[src/rtl/esp32_spi_byte_phy_if.sv]
// Byte-stream side of the ESP32 SPI byte PHY.
// master = the PHY (produces received bytes, accepts transmit bytes),
// slave  = the protocol processor that consumes/produces the byte stream.
interface esp32_spi_byte_phy_if;
  logic       rx_valid;
  logic [7:0] rx_data;
  logic       tx_load;
  logic [7:0] tx_data;
  logic       tx_empty;
  logic       tx_underrun;
  logic       idle_timeout;
  logic       frame_active;

  modport master (
    output rx_valid, rx_data, tx_empty, tx_underrun, idle_timeout, frame_active,
    input  tx_load, tx_data
  );

  modport slave (
    input  rx_valid, rx_data, tx_empty, tx_underrun, idle_timeout, frame_active,
    output tx_load, tx_data
  );
endinterface

[src/rtl/esp32_spi_byte_phy.sv]
// Byte-level SPI mode-0 slave PHY (MSB first) for the ESP32 link.
// No chip select exists: a frame starts on the first SCLK rise and ends
// after IDLE_TO_CYC clk cycles without any SCLK edge.
// MISO comes from tx_shift, fed at each byte boundary from a one-deep
// holding register (or FF on underrun), so a byte loaded during byte N
// goes out during byte N+1.
module esp32_spi_byte_phy #(
  parameter int USE_SYNC    = 1,
  parameter int IDLE_TO_CYC = 54_000
) (
  input  logic                        clk,
  input  logic                        rst_n,
  input  logic                        sclk,
  input  logic                        mosi,
  output logic                        miso,
  esp32_spi_byte_phy_if.master        bus
);

  localparam int IDLE_W = $clog2(IDLE_TO_CYC + 1);
  localparam logic [IDLE_W-1:0] IDLE_LAST = IDLE_W'(IDLE_TO_CYC - 1);

  logic              sclk_s2_s;
  logic              mosi_s2_s;
  logic              sclk_s3_r;
  logic              rise_s;
  logic              fall_s;
  logic              edge_s;
  logic              boundary_s;
  logic              timeout_s;
  logic [7:0]        rx_byte_s;

  logic [2:0]        bit_cnt_r;
  logic [6:0]        rx_shift_r;
  logic [7:0]        rx_data_r;
  logic              rx_valid_r;
  logic              frame_active_r;
  logic [IDLE_W-1:0] idle_cnt_r;
  logic              idle_timeout_r;
  logic [7:0]        tx_shift_r;
  logic [7:0]        hold_r;
  logic              hold_full_r;
  logic              tx_underrun_r;

  generate
    if (USE_SYNC != 0) begin : g_sync
      logic sclk_s1_r;
      logic sclk_s2_r;
      logic mosi_s1_r;
      logic mosi_s2_r;

      // Two-flop synchronisers bringing the asynchronous pins into clk.
      always_ff @(posedge clk or negedge rst_n) begin
        if (!rst_n) begin
          sclk_s1_r <= 1'b0;
          sclk_s2_r <= 1'b0;
          mosi_s1_r <= 1'b0;
          mosi_s2_r <= 1'b0;
        end else begin
          sclk_s1_r <= sclk;
          sclk_s2_r <= sclk_s1_r;
          mosi_s1_r <= mosi;
          mosi_s2_r <= mosi_s1_r;
        end
      end

      assign sclk_s2_s = sclk_s2_r;
      assign mosi_s2_s = mosi_s2_r;
    end else begin : g_nosync
      assign sclk_s2_s = sclk;
      assign mosi_s2_s = mosi;
    end
  endgenerate

  // Edge-detect delay flop on the (synchronised) SCLK.
  always_ff @(posedge clk or negedge rst_n) begin
    if (!rst_n) begin
      sclk_s3_r <= 1'b0;
    end else begin
      sclk_s3_r <= sclk_s2_s;
    end
  end

  // SCLK edges, byte boundary and idle-timeout qualifiers.
  always_comb begin
    rise_s     = sclk_s2_s & ~sclk_s3_r;
    fall_s     = ~sclk_s2_s & sclk_s3_r;
    edge_s     = rise_s | fall_s;
    boundary_s = rise_s & (bit_cnt_r == 3'd7);
    timeout_s  = frame_active_r & ~edge_s & (idle_cnt_r == IDLE_LAST);
    rx_byte_s  = {rx_shift_r, mosi_s2_s};
  end

  // Receive path: bit counting, byte assembly, frame tracking and idle timer.
  always_ff @(posedge clk or negedge rst_n) begin
    if (!rst_n) begin
      bit_cnt_r      <= 3'd0;
      rx_shift_r     <= 7'd0;
      rx_data_r      <= 8'h00;
      rx_valid_r     <= 1'b0;
      frame_active_r <= 1'b0;
      idle_cnt_r     <= '0;
      idle_timeout_r <= 1'b0;
    end else if (timeout_s) begin
      // Partial byte is dropped by restarting the bit count.
      bit_cnt_r      <= 3'd0;
      frame_active_r <= 1'b0;
      idle_cnt_r     <= '0;
      idle_timeout_r <= 1'b1;
      rx_valid_r     <= 1'b0;
    end else begin
      idle_timeout_r <= 1'b0;
      rx_valid_r     <= boundary_s;
      if (boundary_s) begin
        rx_data_r <= rx_byte_s;
      end
      if (rise_s) begin
        rx_shift_r     <= rx_byte_s[6:0];
        bit_cnt_r      <= bit_cnt_r + 3'd1;
        frame_active_r <= 1'b1;
      end
      if (edge_s) begin
        idle_cnt_r <= '0;
      end else if (frame_active_r) begin
        idle_cnt_r <= idle_cnt_r + IDLE_W'(1);
      end else begin
        idle_cnt_r <= '0;
      end
    end
  end

  // Transmit path: holding register, boundary reload/bypass, MISO shifting.
  always_ff @(posedge clk or negedge rst_n) begin
    if (!rst_n) begin
      tx_shift_r    <= 8'hFF;
      hold_r        <= 8'h00;
      hold_full_r   <= 1'b0;
      tx_underrun_r <= 1'b0;
    end else if (timeout_s) begin
      // Frame over: forget pending data, any tx_load this cycle is dropped.
      tx_shift_r    <= 8'hFF;
      hold_full_r   <= 1'b0;
      tx_underrun_r <= 1'b0;
    end else if (boundary_s) begin
      if (hold_full_r) begin
        tx_shift_r    <= hold_r;
        tx_underrun_r <= 1'b0;
        if (bus.tx_load) begin
          hold_r <= bus.tx_data;
        end else begin
          hold_full_r <= 1'b0;
        end
      end else if (bus.tx_load) begin
        // Late load lands directly in the shifter; hold stays empty.
        tx_shift_r    <= bus.tx_data;
        tx_underrun_r <= 1'b0;
      end else begin
        tx_shift_r    <= 8'hFF;
        tx_underrun_r <= 1'b1;
      end
    end else begin
      tx_underrun_r <= 1'b0;
      // The fall right after a boundary keeps the freshly loaded MSB on MISO.
      if (fall_s && (bit_cnt_r != 3'd0)) begin
        tx_shift_r <= {tx_shift_r[6:0], 1'b1};
      end
      if (bus.tx_load) begin
        hold_r      <= bus.tx_data;
        hold_full_r <= 1'b1;
      end
    end
  end

  assign miso             = tx_shift_r[7];
  assign bus.rx_valid     = rx_valid_r;
  assign bus.rx_data      = rx_data_r;
  assign bus.tx_empty     = ~hold_full_r;
  assign bus.tx_underrun  = tx_underrun_r;
  assign bus.idle_timeout = idle_timeout_r;
  assign bus.frame_active = frame_active_r;

endmodule

[src/flat_wrapper.sv]
// flat-port wrapper written by rule: the top's interface ports become plain ports
module esp32_spi_byte_phy_flat 
#(
  parameter int USE_SYNC    = 1,
  parameter int IDLE_TO_CYC = 54_000
)
  (clk, rst_n, sclk, mosi, miso, bus_rx_valid, bus_rx_data, bus_tx_empty, bus_tx_underrun, bus_idle_timeout, bus_frame_active, bus_tx_load, bus_tx_data);
  esp32_spi_byte_phy_if bus_i ();
  input  logic clk;
  input  logic rst_n;
  input  logic sclk;
  input  logic mosi;
  output logic miso;
  output wire logic [$bits(bus_i.rx_valid)-1:0] bus_rx_valid;
  output wire logic [$bits(bus_i.rx_data)-1:0] bus_rx_data;
  output wire logic [$bits(bus_i.tx_empty)-1:0] bus_tx_empty;
  output wire logic [$bits(bus_i.tx_underrun)-1:0] bus_tx_underrun;
  output wire logic [$bits(bus_i.idle_timeout)-1:0] bus_idle_timeout;
  output wire logic [$bits(bus_i.frame_active)-1:0] bus_frame_active;
  input wire logic [$bits(bus_i.tx_load)-1:0] bus_tx_load;
  input wire logic [$bits(bus_i.tx_data)-1:0] bus_tx_data;
  assign bus_rx_valid = bus_i.rx_valid;
  assign bus_rx_data = bus_i.rx_data;
  assign bus_tx_empty = bus_i.tx_empty;
  assign bus_tx_underrun = bus_i.tx_underrun;
  assign bus_idle_timeout = bus_i.idle_timeout;
  assign bus_frame_active = bus_i.frame_active;
  assign bus_i.tx_load = bus_tx_load;
  assign bus_i.tx_data = bus_tx_data;
  esp32_spi_byte_phy #(.USE_SYNC(USE_SYNC), .IDLE_TO_CYC(IDLE_TO_CYC)) u_core (.clk(clk), .rst_n(rst_n), .sclk(sclk), .mosi(mosi), .miso(miso), .bus(bus_i));
endmodule
[config.mk]
export PLATFORM = sky130hd
export DESIGN_NAME = esp32_spi_byte_phy_flat
export DESIGN_NICKNAME = d
export VERILOG_FILES = /design/src/rtl/esp32_spi_byte_phy_if.sv /design/src/rtl/esp32_spi_byte_phy.sv /design/src/flat_wrapper.sv
export SDC_FILE = /design/constraint.sdc
export NUM_CORES = 1
export LEC_CHECK = 0
export CAP_MARGIN = 20
export CORE_MARGIN = 2
export CORE_UTILIZATION = 45
export DETAILED_ROUTE_END_ITERATION = 10
export DONT_BUFFER_PORTS = 1
export PLACE_DENSITY = 0.69
export SLEW_MARGIN = 20
export SYNTH_ARGS = -nofsm -noshare
export SYNTH_HDL_FRONTEND = slang
export SYNTH_SLANG_ARGS = --single-unit
[constraint.sdc]
create_clock -name clk -period 2.35 [get_ports clk]
set_input_delay 0.47 -clock clk [delete_from_list [all_inputs] [get_ports clk]]
set_output_delay 0.47 -clock clk [all_outputs]
set_load 0.02 [all_outputs]
==> impl_metrics.py, run 1 <==
metrics = {
    "status": {
        "status": "complete, no violations",
    },
    "floorplanning": {
        "dieArea_mm2": 0.00671,
        "initial_core_util": 0.464,
        "die_y_um": 81.9,
        "rows": 28,
        "io_pins": 27,
        "chipWidth_um": 81.9,
        "coreArea_mm2": 0.00589,
    },
    "synthesis": {
        "ys_seq_area_frac": 0.553,
        "synth_adder_area_share": 0.0275,
        "ys_types": 45,
        "synth_ff_type": "dfrtp_1",
        "synth_mux_area_frac": 0.113,
        "synth_top_family_by_area": "simple AND/OR/NAND/NOR gates",
        "synth-edff-count": 0,
        "synth_common_cells": "dfrtp_1, nor2_1, mux2_2",
        "synth.cell_area_mm2": 0.00273,
        "synth_top_cell_area_share": 0.476,
        "synthCells": 233,
        "synth-simple-area-share": 0.150,
        "post-synth-top-count-cell": "dfrtp_1",
        "ys_ff_latch": 60,
        "ys.warnings.count": 0,
        "synth.avg_cell_area_um2": 11.7,
        "ys_top_cells_by_area": "dfrtp_1, dfstp_2, mux2_2, mux2_4, nor2_1",
        "synth_compound_area_frac": 0.0769,
        "async_flop_share": 1.00,
        "synth_xor_area_frac": 0.0449,
        "synthesis.nets": 252,
        "synth.largest_area_cell": "dfrtp_1",
    },
    "timing": {
        "setup_viol": 0,
        "worst_pin_slew_ns": 0.922,
        "hold_viol_final": 0,
        "rsz0062_at_grt": "false",
        "slew-limit-headroom": 0.381,
        "fin_skew_ns": 0.00860,
        "maxSlewViolCount": 0,
        "period_share": 0.951,
        "fin_tns_setup_ns": 0,
        "fmax_mhz": 447,
        "finalCriticalPeriod_ns": 2.24,
    },
    "critical_path": {
        "worstSetupEndpointType": "flip-flop",
        "cp_max_fo": 7,
        "reg2regPathDepth": 4,
        "r2r_end": "u_core.rx_shift_r[5]",
        "worstSetupPathType": "reg -> reg",
        "crit_required_ns": 2.57,
        "arrival_ns": 2.45,
        "crit_start": "u_core.idle_cnt_r[4]",
        "reg2reg_slack_ns": 0.11,
        "rr_startpoint": "u_core.idle_cnt_r[4]",
        "crit_path_start_kind": "flip-flop",
    },
    "final_layout": {
        "nFillCells": 512,
        "multi_input_area_mm2": 0.00113,
        "syn2layout_area_growth_pct": 13.0,
        "diodes": 0,
        "nets": 264,
        "layout-drive-gt1-share": 0.244,
        "register_area_mm2": 0.00151,
    },
    "detailed_routing": {
        "remaining_drc_errors": 0,
        "avgViaCountPerCell": 5.38,
        "wl_per_cell_um": 15.2,
        "drt-initial-drc-count": 92,
        "dr_total_vias": 1748,
        "first_pass_iters": 4,
        "ant_nets": 0,
        "wl_um": 4940,
    },
    "job": {
        "maxCapViolCount": 0,
    },
    "global_routing": {
        "grt_max_degree": 61,
        "grt_usage": 0.165,
        "grt_pass1_wl_um": 8290,
        "antenna_found_initial": 0,
        "grt.overflow.total": 0,
        "grt_pass1_vias": 1785,
    },
    "placed_design": {
        "hpwlAfterDp_um": 3280,
        "port-buffer-count": 0,
        "gp_congestion": 0.874,
    },
    "clock_network": {
        "cts_tree": "yes",
        "clock-sinks": 60,
        "cts_root_buffer": "clkbuf_8",
        "clock_path_buffers": 2,
        "clkSlewWorstSetupHoldPaths_ns": 0.07,
        "cts_buffers": 9,
        "insertion_delay_ns": 0.34,
        "ctsResizeCount": 0,
        "htree_levels": 3,
    },
    "pwr": {
        "vdd_drop_max_v": 0.000498,
        "totalPowerFinal_uw": 2880,
        "leakagePower_uw": 0.00140,
        "power_density_mw_per_mm2": 932,
    },
    "hold_path": {
        "whs_endpoint": "u_core.g_sync.mosi_s1_r",
        "hp-start": "mosi",
        "hold_depth": 0,
        "hold_path.class": "in -> reg",
    },
}
through the flow:
stage	hold slack (ns)	std cells	setup slack, ns	instance area (um^2)	utilization
floorplan	0.174	233	0.115	2730	-
global placement	0.177	307	0.144	2850	0.484
finish	0.157	325	0.114	3090	0.525
global route	0.129	325	0.0130	3090	0.525
detailed placement	0.176	307	0.0993	2850	0.484
CTS	0.000784	324	0.0962	3080	0.523
layer usage:
layer	GRT usage	share of wire
met4	0.0467	0.0085
met3	0.0714	0.067
met1	0.210	0.45
met5	0	0
met2	0.258	0.47
where the power goes:
part,switching [uW],internal [uW]
Combinational,201,236
Clock,395,544
Sequential,227,1280
repair_timing:
| item | in CTS | in global routing |
|---|---|---|
| endpoints found under the hold margin | 60 | 8 |
| hold buffers | 1 | 1 |
| setup buffers | 0 | 0 |
registers in the layout, summed over array words and instances (netlist names):
| register | cells |
|---|---|
| u_core.bit_cnt_r | 3 |
| u_core.bus.frame_active | 1 |
| u_core.bus.idle_timeout | 1 |
| u_core.bus.rx_data | 8 |
| u_core.bus.rx_valid | 1 |
| u_core.bus.tx_underrun | 1 |
| u_core.g_sync.mosi_s1_r | 1 |
| u_core.g_sync.mosi_s2_r | 1 |
| u_core.g_sync.sclk_s1_r | 1 |
| u_core.g_sync.sclk_s2_r | 1 |
| u_core.hold_full_r | 1 |
| u_core.hold_r | 8 |
| u_core.idle_cnt_r | 16 |
| u_core.rx_shift_r | 7 |
| u_core.sclk_s3_r | 1 |
| u_core.tx_shift_r | 8 |
kinds of logic after synthesis:
group	count (synthesis)
xor+xnor	14
simple gates	78
mux	25
fa+ha+maj	6
buf+inv	20
compound gates	30
flops	60
cell type report:
cell class / count / area share
clock buffers: 12 / 0.0502
clock inverters: 4 / 0.0154
inverters: 10 / 0.0121
multi-input cells: 153 / 0.365
flip-flops and latches: 60 / 0.489
well taps: 75 / 0.0304
repair buffers: 11 / 0.0381
worst max-delay path: stages (launching register included):
cell and delay (ns):
dfrtp_1 0.37, or4b_1 0.51, or4_4 0.51, o21ai_2 0.35, mux2_2 0.38
layout by cell type, fill, tap and decap left out, types with 5 or more instances in the layout:
cell type  netlist  final
xor2_1           5      5
inv_1            9      9
o22ai_1          7      7
nand3_1          6      6
dfrtp_1         52     52
nand2_1         13     13
xnor2_1          9      9
o211a_1          6      6
mux2_2          15     15
ha_1             6      6
mux2_4           8      8
clkbuf_8         0     11
nand4_1          7      7
buf_4            1      8
nor2_1          31     31
dfstp_2          8      8
o21ai_0          8      8
worst max path at each step:
stage | end | slack, ns | cells after the start
after floorplan | u_core.rx_shift_r[0] | 0.12 | 5
after global placement | u_core.rx_shift_r[6] | 0.14 | 4
after detailed placement | u_core.rx_shift_r[0] | 0.1 | 4
after CTS | u_core.rx_shift_r[0] | 0.1 | 4
after global routing | u_core.rx_shift_r[5] | 0.01 | 5
final | u_core.rx_shift_r[5] | 0.11 | 4
No activity file was read; power rests on OpenSTA's default activity.
==> inputs of run 2 (changes only) <==
==> constraint.sdc (replaced) <==
create_clock -name clk -period 1.8 [get_ports clk]
set_input_delay 0.36 -clock clk [delete_from_list [all_inputs] [get_ports clk]]
set_output_delay 0.36 -clock clk [all_outputs]
set_load 0.02 [all_outputs]
==> run 2 against run 1 <==
  * The flow now finishes with violations (negative setup slack)
  * Die area stayed put
  * Sequential share of layout area is 4.8 points lower
  * Sequential power is 31% higher
  * Setup slack worse by 0.47 ns
  * Fmax is 3.9% higher
  * Clock power is 26% higher
  * First-iteration DRC count is 14% lower
  * Worst hold slack worse by 0.11 ns
  * Non-clock buffer count is 28 higher
  * Flip-flop and latch count stayed put
  * Via count is 7.2% higher
  * Wire length is 11% higher
==> impl_metrics.py, run 2 (synthesized netlist as in run 1, its figures left out) <==
metrics = {
    "floorplanning": {
        "rows": 28,
        "dieArea_mm2": 0.00671,
        "chipWidth_um": 81.9,
        "coreArea_mm2": 0.00589,
        "io_pins": 27,
        "die_y_um": 81.9,
        "initial_core_util": 0.464,
    },
    "global_routing": {
        "grt_pass1_vias": 1960,
        "grt.overflow.total": 0,
        "grt_max_degree": 61,
        "grt_pass1_wl_um": 9090,
        "grt_usage": 0.181,
        "antenna_found_initial": 0,
    },
    "pwr": {
        "power_density_mw_per_mm2": 1130,
        "leakagePower_uw": 0.00163,
        "vdd_drop_max_v": 0.000865,
    },
    "job": {
        "maxCapViolCount": 0,
    },
    "critical_path": {
        "cp_num_buf_inv": 1,
        "worstSetupEndpointType": "flip-flop",
        "arrival_ns": 2.38,
        "crit_path_start_kind": "flip-flop",
        "cp_top_family": "simple AND/OR/NAND/NOR gates",
        "cp_slowest_cell": "or4_4",
        "cp_max_fo": 7,
        "crit_path_cell_trace": "or4b_1, or4_4, o21ai_4, buf_12, mux2_4",
        "cpPeakStageDelay_ns": 0.53,
        "crit_required_ns": 2.02,
        "worstSetupPathType": "reg -> reg",
    },
    "clock_network": {
        "clkSlewWorstSetupHoldPaths_ns": 0.06,
        "cts_tree": "yes",
        "cts_buffers": 9,
        "clock-sinks": 60,
        "insertion_delay_ns": 0.34,
        "htree_levels": 3,
        "cts_root_buffer": "clkbuf_8",
        "clock_path_buffers": 2,
    },
    "timing": {
        "finalCriticalPeriod_ns": 2.15,
        "worst_slack_ns": -0.352,
        "hold_viol_final": 0,
        "worst_pin_slew_ns": 0.389,
        "maxSlewViolCount": 0,
        "fmax_mhz": 465,
        "rsz0062_at_grt": "true",
        "slew-limit-headroom": 0.739,
        "fin_skew_ns": 0.00893,
        "setup_viol": 45,
        "hold_ws_ns": 0.0466,
        "period_share": 1.20,
    },
    "detailed_routing": {
        "wl_per_cell_um": 15.5,
        "drt-initial-drc-count": 79,
        "routed.top_layer": "met4",
        "wl_met3_um": 329,
        "ant_nets": 0,
        "dr_total_vias": 1873,
        "dr_wl_met2_um": 2720,
        "wl_um": 5460,
        "avgViaCountPerCell": 5.31,
        "first_pass_iters": 5,
        "drt-met1-wl_um": 2340,
        "remaining_drc_errors": 0,
    },
    "final_layout": {
        "fin_area_mm2": 0.00343,
        "syn2layout_area_growth_pct": 25.4,
        "largest_reg_flops": 16,
        "nets": 292,
        "top_register": "u_core.idle_cnt_r",
        "final_cell_mix": "dfrtp_1, buf_4, nor2_1",
        "finalNonFillerCells": 353,
        "diodes": 0,
        "layout-drive-gt1-share": 0.342,
        "layout_commonest_cell": "dfrtp_1",
    },
    "placed_design": {
        "pre_cts_ws_ns": -0.434,
        "port-buffer-count": 0,
        "placed_cells": 329,
        "gp_congestion": 0.782,
        "dpl_cell_area_mm2": 0.00305,
        "hpwlAfterDp_um": 3570,
    },
    "status": {
        "status": "finished with violations",
        "violations": "negative setup slack",
    },
    "hold_path": {
        "hold_path.class": "in -> reg",
    },
}
run 2: per-layer routing:
metal,global-route usage,up-vias
met5,0,-
met3,0.0747,12
met1,0.212,915
met2,0.298,44
li1,-,902
met4,0.0617,0
run 2: through the flow:
stage | utilization | setup TNS [ns] | total power [uW]
after floorplan | - | -12.99 | 2420
after global placement | 0.518 | -12.93 | 2610
after detailed placement | 0.518 | -15.01 | 2640
after CTS | 0.566 | -14.17 | 3890
after global routing | 0.582 | -11.90 | 4150
final | 0.582 | -9.59 | 3890
run 2: worst paths after layout:
kind | cells past startpoint | slack (ns) | endpoint | start
max in group asynchronous | 2 | 0.93 | u_core.tx_shift_r[6] | rst_n
max | 5 | -0.35 | u_core.rx_shift_r[6] | u_core.idle_cnt_r[10]
min reg2reg | 0 | 0.35 | u_core.g_sync.mosi_s2_r | u_core.g_sync.mosi_s1_r
min | 0 | 0.05 | u_core.g_sync.mosi_s1_r | mosi
max reg2reg | 5 | -0.35 | u_core.rx_shift_r[6] | u_core.idle_cnt_r[10]
min in group asynchronous | 2 | 0.58 | u_core.hold_r[2] | rst_n
run 2: what timing repair did:
action,CTS,global route
gates cloned,0,1
setup buffers,2,4
pin swaps,2,7
hold buffers,2,0
resized for setup,5,12
setup endpoints to repair,54,54
hold endpoints to repair,60,0
run 2: cell type report:
cell class / instances / area (um^2)
fillers: 476 / 2460
flip-flops and latches: 60 / 1510
multi-input cells: 153 / 1220
repair buffers: 39 / 374
clock buffers: 11 / 141
well taps: 75 / 93.8
clock inverters: 5 / 52.6
inverters: 10 / 37.5
run 2: power by group:
group	switching, uW	internal, uW
sequential	293	1670
combinational	312	439
clock	508	669
total	1110	2780
